### src/rtl/fetch_unit.sv
// Instruction-fetch stage and IF/ID pipeline register for the five-stage MIPS core.
// Optional fetch-address fault detection is compiled in with `define FETCH_ALIGN_CHECK_EN.
module fetch_unit #(
   parameter logic [31:0] RESET_PC = 32'h0000_3000,
   parameter logic [31:0] NOP_WORD = 32'h0000_0000
) (
   input  logic        clk,
   input  logic        reset_n,
   input  logic        stall,
   input  logic [2:0]  pc_sel,
   input  logic        flush,
   input  logic [31:0] jr_target,
   output logic [31:0] im_addr,
   input  logic [31:0] im_rdata,
   output logic [31:0] id_instr,
   output logic [31:0] id_pc,
   output logic        id_valid,
   output logic        id_adel
);

   typedef enum logic [2:0] {
      SEL_SEQ = 3'd0,
      SEL_BR  = 3'd1,
      SEL_J   = 3'd2,
      SEL_JR  = 3'd3
   } pc_sel_e;

   logic [31:0] pc;
   logic [31:0] pc_plus4;
   logic [31:0] id_pc_plus4;
   logic [31:0] br_target;
   logic [31:0] jmp_target;
   logic [31:0] next_pc;
   logic        fetch_fault;

   assign im_addr     = pc;
   assign pc_plus4    = pc + 32'd4;
   assign id_pc_plus4 = id_pc + 32'd4;
   // Branch/jump fields come from the instruction sitting in D, relative to its delay slot.
   assign br_target   = id_pc_plus4 + {{14{id_instr[15]}}, id_instr[15:0], 2'b00};
   assign jmp_target  = {id_pc_plus4[31:28], id_instr[25:0], 2'b00};

   always_comb begin
      // NOTE: next_pc gets a default before the case so no path leaves it unassigned (no latch).
      next_pc = pc_plus4;
      case (pc_sel)
         SEL_BR:  next_pc = br_target;
         SEL_J:   next_pc = jmp_target;
         SEL_JR:  next_pc = jr_target;
         default: next_pc = pc_plus4;
      endcase
   end

`ifdef FETCH_ALIGN_CHECK_EN
   assign fetch_fault = (pc[1:0] != 2'b00) || (pc < 32'h0000_3000) || (pc > 32'h0000_6FFC);
`else
   assign fetch_fault = 1'b0;
`endif

   // NOTE: state registers use non-blocking assignments so all fields update from pre-edge values.
   always_ff @(posedge clk or negedge reset_n) begin
      if (!reset_n) begin
         pc       <= RESET_PC;
         id_instr <= NOP_WORD;
         id_pc    <= RESET_PC;
         id_valid <= 1'b0;
         id_adel  <= 1'b0;
      end else if (!stall) begin
         // A stall drops pc_sel/flush: the branch operands may be stale until it clears.
         pc    <= next_pc;
         id_pc <= pc;
         if (flush) begin
            id_instr <= NOP_WORD;
            id_valid <= 1'b0;
            id_adel  <= 1'b0;
         end else if (fetch_fault) begin
            id_instr <= NOP_WORD;
            id_valid <= 1'b1;
            id_adel  <= 1'b1;
         end else begin
            id_instr <= im_rdata;
            id_valid <= 1'b1;
            id_adel  <= 1'b0;
         end
      end
   end

endmodule

### config.mk
export PLATFORM = sky130hd
export DESIGN_NAME = fetch_unit
export DESIGN_NICKNAME = d
export VERILOG_FILES = /design/src/rtl/fetch_unit.sv
export SDC_FILE = /design/constraint.sdc
export NUM_CORES = 1
export LEC_CHECK = 0
export CAP_MARGIN = 20
export CORE_ASPECT_RATIO = 0.8
export CORE_MARGIN = 2
export CORE_UTILIZATION = 47
export CTS_BUF_LIST = sky130_fd_sc_hd__clkbuf_8
export CTS_CLUSTER_DIAMETER = 60
export CTS_CLUSTER_SIZE = 25
export DETAILED_ROUTE_END_ITERATION = 10
export GPL_ROUTABILITY_DRIVEN = 1
export PLACE_DENSITY = 0.76
export SYNTH_ARGS = -nofsm -noshare
export SYNTH_HDL_FRONTEND = slang
export SYNTH_SLANG_ARGS = --single-unit
### constraint.sdc
create_clock -name clk -period 10.6 [get_ports clk]
set_clock_uncertainty 0.1 [all_clocks]
set_input_delay 2.65 -clock clk [delete_from_list [all_inputs] [get_ports clk]]
set_output_delay 2.65 -clock clk [all_outputs]
set_load 0.05 [all_outputs]
==> out/metrics.cfg, run 1 <==
[drt]
dr_total_vias = 7149
drc = 0
ant_nets = 0
wl_per_cell_um = 18.8
viasPerCell = 5.91
wl_mm = 22.8
drtPass1Iterations = 6
drtIter0Drc = 676

[sta]
finalHoldViolCount = 0
tns_ns = 0
min_period_over_period_pct = 50.0
slew_headroom_pct = 33.4
rsz0062_at_grt = no
worst_slew_pin_slew_ns = 0.998
max_freq_ghz = 0.189
setup_viol = 0
slew_violations = 0
period_needed_ns = 5.30
fin_hold_ws_ns = 0.391

[clock_network]
clock_latency_ns = 0.40
clkSinkCount = 97
post_cts_buffers = 0
clk_path_buf_depth = 2
cts_hold_buf = 0
htreeDepth = 3
clk_pin_slew_ns = 0.11
cts_tree = built
clockRootBuffer = clkbuf_8
numCtsBuffers = 9
cts_resized = 0

[logic_synthesis]
yosysWarningCount = 0
synth.cell_area_sq_mm = 0.00727
yosys.area.top_type_share_pct = 32.0
ys_seq_area_share_pct = 33.5
synth_edf_count = 0
syn_avg_cell_area_sq_um = 8.52
synth_area_leaders = dfrtp_1 (32%), o21ai_0 (6.3%), ha_1 (5.9%), mux2_2 (5.3%), nand2_1 (5.1%)
synth_largest_area_cell = dfrtp_1
synth_nets = 959
synth-seq-cells = 97
async_flop_share_pct = 100
synth_cell_types = 78
synthCells = 853
yosys_most_used_dff = dfrtp_1

[placement]
io_buffer_count = 167
dp_hpwl_mm = 16.9
dp_cells = 1193
gp_congestion = 0.921

[layout]
final_util_pct = 61.4
final_cell_mix = clkdlybuf4s50_1 (164), nand2_1 (99), dfrtp_1 (93)
area_delta_synth_final_pct = 27.3
mostFrequentLayoutCell = clkdlybuf4s50_1
nets = 1100
drive_gt1_share_pct = 7.71
antenna_cells = 0
stdcell_count = 1209

[worst_setup_path]
critPathSlowestCell = nor2_2
path_class = in2reg
worstPathMaxFanout = 29
cp-end-kind = register
max_stage_delay_ns = 0.66
crit_chain = clkdlybuf4s50_1 -> buf_4 -> nor2_1 -> nor2_2 -> nor2_1 -> a41oi_1 -> or4b_1 -> nand3_1
r2r_start = id_pc[2]
crit_arrival_ns = 5.54
crit_start = pc_sel[1]
cpMostUsedCell = nor2_1
cp.required_ns = 10.84
start_kind = primary input

[pwr]
internal_power_uw = 909
seqPwrFrac_pct = 32.0
p_clk_share_pct = 13.8
leakage_uw = 0.00379
max-vdd-ir-drop_v = 0.000156
powerDensity_mw_per_mm2 = 193
swShare_pct = 49.2
combPwrFrac_pct = 54.2
power_uw = 1790
p_sw_uw = 880

[grt]
gr-total-overflow = 0
grt_max_degree = 89
grt_antenna_before_repair = 0
grtUsageTotal_pct = 28.3
grt_pass1_wl_mm = 36.0
grt_pass1_vias = 6609

[floorplanning]
die_area_sq_mm = 0.0165
ios = 169
initial_core_util_pct = 48.2
core_sq_mm = 0.0151
placementRows = 40
dieHeight_um = 115
dieWidth_um = 143

[flow_run]
drv_cap = 0

[worst_hold_path]
hold_path.startpoint = id_valid
hold_path_class = reg2reg

[outcome]
status = complete, no violations

==> state kept, by name (all words and copies together) (netlist names) <==
signal / cells
id_valid: 1
im_addr: 32
id_pc: 32
id_instr: 32
==> metal layers <==
| metal | vias up | routed length, um | track usage, % |
|---|---|---|---|
| met1 | 3367 | 10800 | 43.3 |
| met3 | 17 | 2470 | 7.50 |
| met5 | - | 0 | 0 |
| met4 | 0 | 204 | 6.07 |
| li1 | 3416 | - | - |
| met2 | 349 | 9240 | 40.0 |
==> cell families after synthesis <==
group                      after synthesis  synth area share, %
AOI/OAI and AO/OA                      255                 21.8
xor gates and xnor gates                44                 5.49
adders and majority gates               35                 6.13
buffers and inverters                   56                 3.00
DFF                                     97                 33.5
muxes                                   53                 7.89
other                                    1               0.0516
and+or+nand+nor                        312                 22.2
==> per-stage QoR <==
stage	area [sq um]	worst slack, ns
after floorplan	7270	6.19
after global placement	9060	5.05
after detailed placement	9060	4.97
after CTS	9250	5.41
after global routing	9250	5.12
final	9250	5.30
==> critical path: cells and delay by family <==
family,cells,cell delay (ns)
compound gates,1,0.38
buf+inv,2,0.75
simple gates,5,1.73
==> worst paths after layout <==
check | endpoint | slack (ns) | depth (start not counted)
worst max register to register | im_addr[31] | 5.87 | 15
worst min-delay path | id_valid | 0.39 | 1
worst min register to register | id_valid | 0.39 | 1
min in group asynchronous | id_pc[25] | 2.05 | 1
worst max-delay path | im_addr[24] | 5.30 | 8
max in group asynchronous | id_instr[28] | 7.04 | 2
==> synthesized netlist by cell type, types with 4 or more instances <==
master and count:
a211oi_1 5, a21o_1 14, a21oi_1 55, a221oi_1 5, a311oi_1 5, a31oi_1 18
and2_1 7, and3_1 19, and4_1 9, buf_1 11, clkbuf_1 27, dfrtp_1 93
dfstp_2 4, ha_1 34, inv_1 14, mux2_2 34, mux2i_1 19, nand2_1 99
nand2b_1 40, nand3_1 31, nand4_1 12, nor2_1 53, nor2b_1 5, nor3_1 10
o2111ai_1 5, o211ai_1 6, o21a_1 9, o21ai_0 91, o22ai_1 7, or3_1 5
xnor2_1 27, xor2_1 16
==> power by group through the flow <==
| stage | logic, uW | clock network [uW] | registers [uW] |
|---|---|---|---|
| finish | 969 | 246 | 573 |
| global route | 1040 | 266 | 586 |
| CTS | 961 | 252 | 570 |
| detailed placement | 956 | 0 | 578 |
| global placement | 949 | 0 | 574 |
| floorplan | 419 | 0 | 796 |
==> area by class of cell <==
cell class | instances | area [sq um]
Clock inverter | 6 | 51.3
Tap cell | 210 | 263
Inverter | 14 | 52.6
Multi-Input combinational cell | 700 | 4620
Fill cell | 1355 | 5810
Timing Repair Buffer | 172 | 1700
Sequential cell | 97 | 2430
Clock buffer | 10 | 138
(Power assumes the default switching activity.)
==> run 2, diff against run 1 <==
- clock period: 10.6 -> 5.2 ns (I/O delays scaled with it)
==> run 2 against run 1 <==
Net effect: non-clock buffer count up 3; critical path type is now reg2reg; hold slack better by 0.0040 ns; final area about the same; count of clock-buffer cells in the layout fell by 1; global-route usage grew 0.89 points; setup slack worse by 4.1 ns; highest routed layer is now met5; sequential share of layout area hardly changed; wire length up 4.0%; clock power rose by 89%; sequential power increased by 100%; power is 100% higher.
==> out/metrics.cfg, run 2 (synthesis gave the netlist of run 1 again) <==
[drt]
wl_per_cell_um = 19.5  ; +3.7%
drc = 0  ; unchanged
ant_nets = 0  ; unchanged
wl_mm = 23.7  ; +4.0%
drtIter0Drc = 657  ; -2.8%
dr_total_vias = 7104  ; -0.63%
drtPass1Iterations = 5  ; -1
viasPerCell = 5.86  ; -0.88%

[placement]
io_buffer_count = 167  ; unchanged
post_dp_cell_area_sq_mm = 0.00908  ; +0.25%
dp_hpwl_mm = 17.6  ; +4.1%
gp_congestion = 0.937  ; +1.7%

[clock_network]
cts_hold_buf = 0  ; unchanged
cts_resized = 0  ; unchanged
clk_pin_slew_ns = 0.10  ; about the same
clock_latency_ns = 0.40  ; about the same
numCtsBuffers = 9  ; unchanged
cts_tree = built
clk_path_buf_depth = 2  ; unchanged
post_cts_buffers = 0  ; unchanged
clockRootBuffer = clkbuf_8
htreeDepth = 3  ; unchanged
clkSinkCount = 97  ; unchanged

[sta]
tns_ns = 0  ; unchanged
min_period_over_period_pct = 77.6
worst_slew_pin_slew_ns = 1.07  ; +0.0759 ns
slew_headroom_pct = 28.1  ; -5.3 points
max_freq_ghz = 0.248
period_needed_ns = 4.04
slew_violations = 0  ; unchanged
rsz0062_at_grt = no
finalHoldViolCount = 0  ; unchanged
setup_viol = 0  ; unchanged

[pwr]
internal_power_uw = 1830  ; +100%
p_sw_uw = 1780  ; +100%
powerDensity_mw_per_mm2 = 390  ; +100%
max-vdd-ir-drop_v = 0.000259  ; +66%
seqPwrFrac_pct = 32.2  ; +0.2 points
p_clk_share_pct = 12.9  ; -0.9 points
leakage_uw = 0.00379  ; about the same
swShare_pct = 49.2  ; about the same
combPwrFrac_pct = 54.9  ; +0.7 points

[grt]
grt_pass1_wl_mm = 37.1  ; +3.0%
grt_pass1_vias = 6653  ; +0.67%
grt_antenna_before_repair = 2  ; +2
grt_max_degree = 92  ; +3.4%
gr-total-overflow = 0  ; unchanged
grtUsageTotal_pct = 29.2  ; +0.89 points

[flow_run]
drv_cap = 0  ; unchanged

[worst_setup_path]
cp-end-kind = register
crit_arrival_ns = 4.21  ; -1.33 ns
worstPathMaxFanout = 5  ; -83%
path_class = reg2reg
start_kind = register
cp.required_ns = 5.38  ; -5.46 ns

[floorplanning]
placementRows = 40  ; unchanged
initial_core_util_pct = 48.2  ; unchanged
dieWidth_um = 143  ; unchanged
die_area_sq_mm = 0.0165  ; unchanged
core_sq_mm = 0.0151  ; unchanged
dieHeight_um = 115  ; unchanged
ios = 169  ; unchanged

[layout]
fillers = 1355  ; unchanged
nets = 1103  ; +0.27%
antenna_cells = 0  ; unchanged
final_cell_mix = clkdlybuf4s50_1 (164), nand2_1 (99), dfrtp_1 (93)
area_delta_synth_final_pct = 27.4  ; about the same
design_area_sq_mm = 0.00926  ; about the same
mostFrequentLayoutCell = clkdlybuf4s50_1
drive_gt1_share_pct = 7.88  ; +0.18 points

[worst_hold_path]
hold_path_class = reg2reg

[outcome]
status = complete, no violations

==> run 2: cell types whose count changed in the layout (fill, tap and decap cells not counted) <==
| cell | previous run | this run |
|---|---|---|
| clkinvlp_4 | 0 | 2 |
| clkinv_4 | 3 | 1 |
| buf_4 | 7 | 10 |
| inv_1 | 14 | 15 |
| inv_8 | 1 | 0 |
| clkinv_2 | 1 | 2 |
| clkbuf_8 | 10 | 9 |
==> run 2: per-layer routing <==
layer / up-vias / GRT usage [%] / routed length [um]
met5: - / 0 / 14
met4: 2 / 6.14 / 340
met3: 39 / 8.45 / 2520
met2: 364 / 41.1 / 9590
met1: 3289 / 44.3 / 11200
li1: 3410 / - / -
==> run 2: cell type report <==
| class | count | area (sq um) | area share [%] |
|---|---|---|---|
| Timing Repair Buffer | 175 | 1720 | 18.6 |
| Clock inverter | 7 | 46.3 | 0.500 |
| Inverter | 14 | 52.6 | 0.568 |
| Tap cell | 210 | 263 | 2.84 |
| Sequential cell | 97 | 2430 | 26.3 |
| Clock buffer | 9 | 124 | 1.34 |
| Multi-Input combinational cell | 700 | 4620 | 49.9 |
==> run 2: final timing paths <==
check	end	cells past startpoint	slack, ns	from
min in group asynchronous	id_pc[11]	1	0.91	reset_n
min	id_valid	1	0.40	id_valid
max reg2reg	im_addr[29]	15	1.16	id_pc[2]
min reg2reg	id_valid	1	0.40	id_valid
max in group asynchronous	im_addr[12]	2	3.16	reset_n
max	im_addr[29]	15	1.16	id_pc[2]
==> run 2: critical path, stage by stage (launching register included) <==
cell	delay, ns
dfrtp_1	0.47
ha_1	0.22
nand2_1	0.17
nor4_1	0.22
buf_4	0.18
and3_1	0.19
xor2_1	0.23
ha_1	0.29
a21oi_1	0.31
o21ai_0	0.20
a31o_2	0.30
a2111oi_0	0.38
a21oi_1	0.18
o22ai_1	0.22
mux2i_1	0.21
nor2_1	0.06
==> run 2: metrics by stage <==
| stage | utilization, % | instances | hold WS [ns] | worst slack [ns] | total power (uW) |
|---|---|---|---|---|---|
| 2_1_floorplan | - | 853 | 0.578 | 1.25 | 2480 |
| 3_3_place_gp | 60.3 | 1196 | 0.364 | 1.36 | 3120 |
| 3_5_place_dp | 60.3 | 1196 | 0.372 | 1.21 | 3130 |
| 4_1_cts | 61.4 | 1212 | 0.401 | 1.18 | 3600 |
| 5_1_grt | 61.4 | 1212 | 0.421 | 0.700 | 3820 |
| 6_report | 61.4 | 1212 | 0.395 | 1.16 | 3610 |
==> run 2: power by group through the flow <==
stage / clock network [uW] / registers [uW] / logic, uW
2_1_floorplan: 0 / 1620 / 855
3_3_place_gp: 0 / 1160 / 1950
3_5_place_dp: 0 / 1170 / 1960
4_1_cts: 474 / 1160 / 1970
5_1_grt: 505 / 1190 / 2130
6_report: 465 / 1160 / 1980
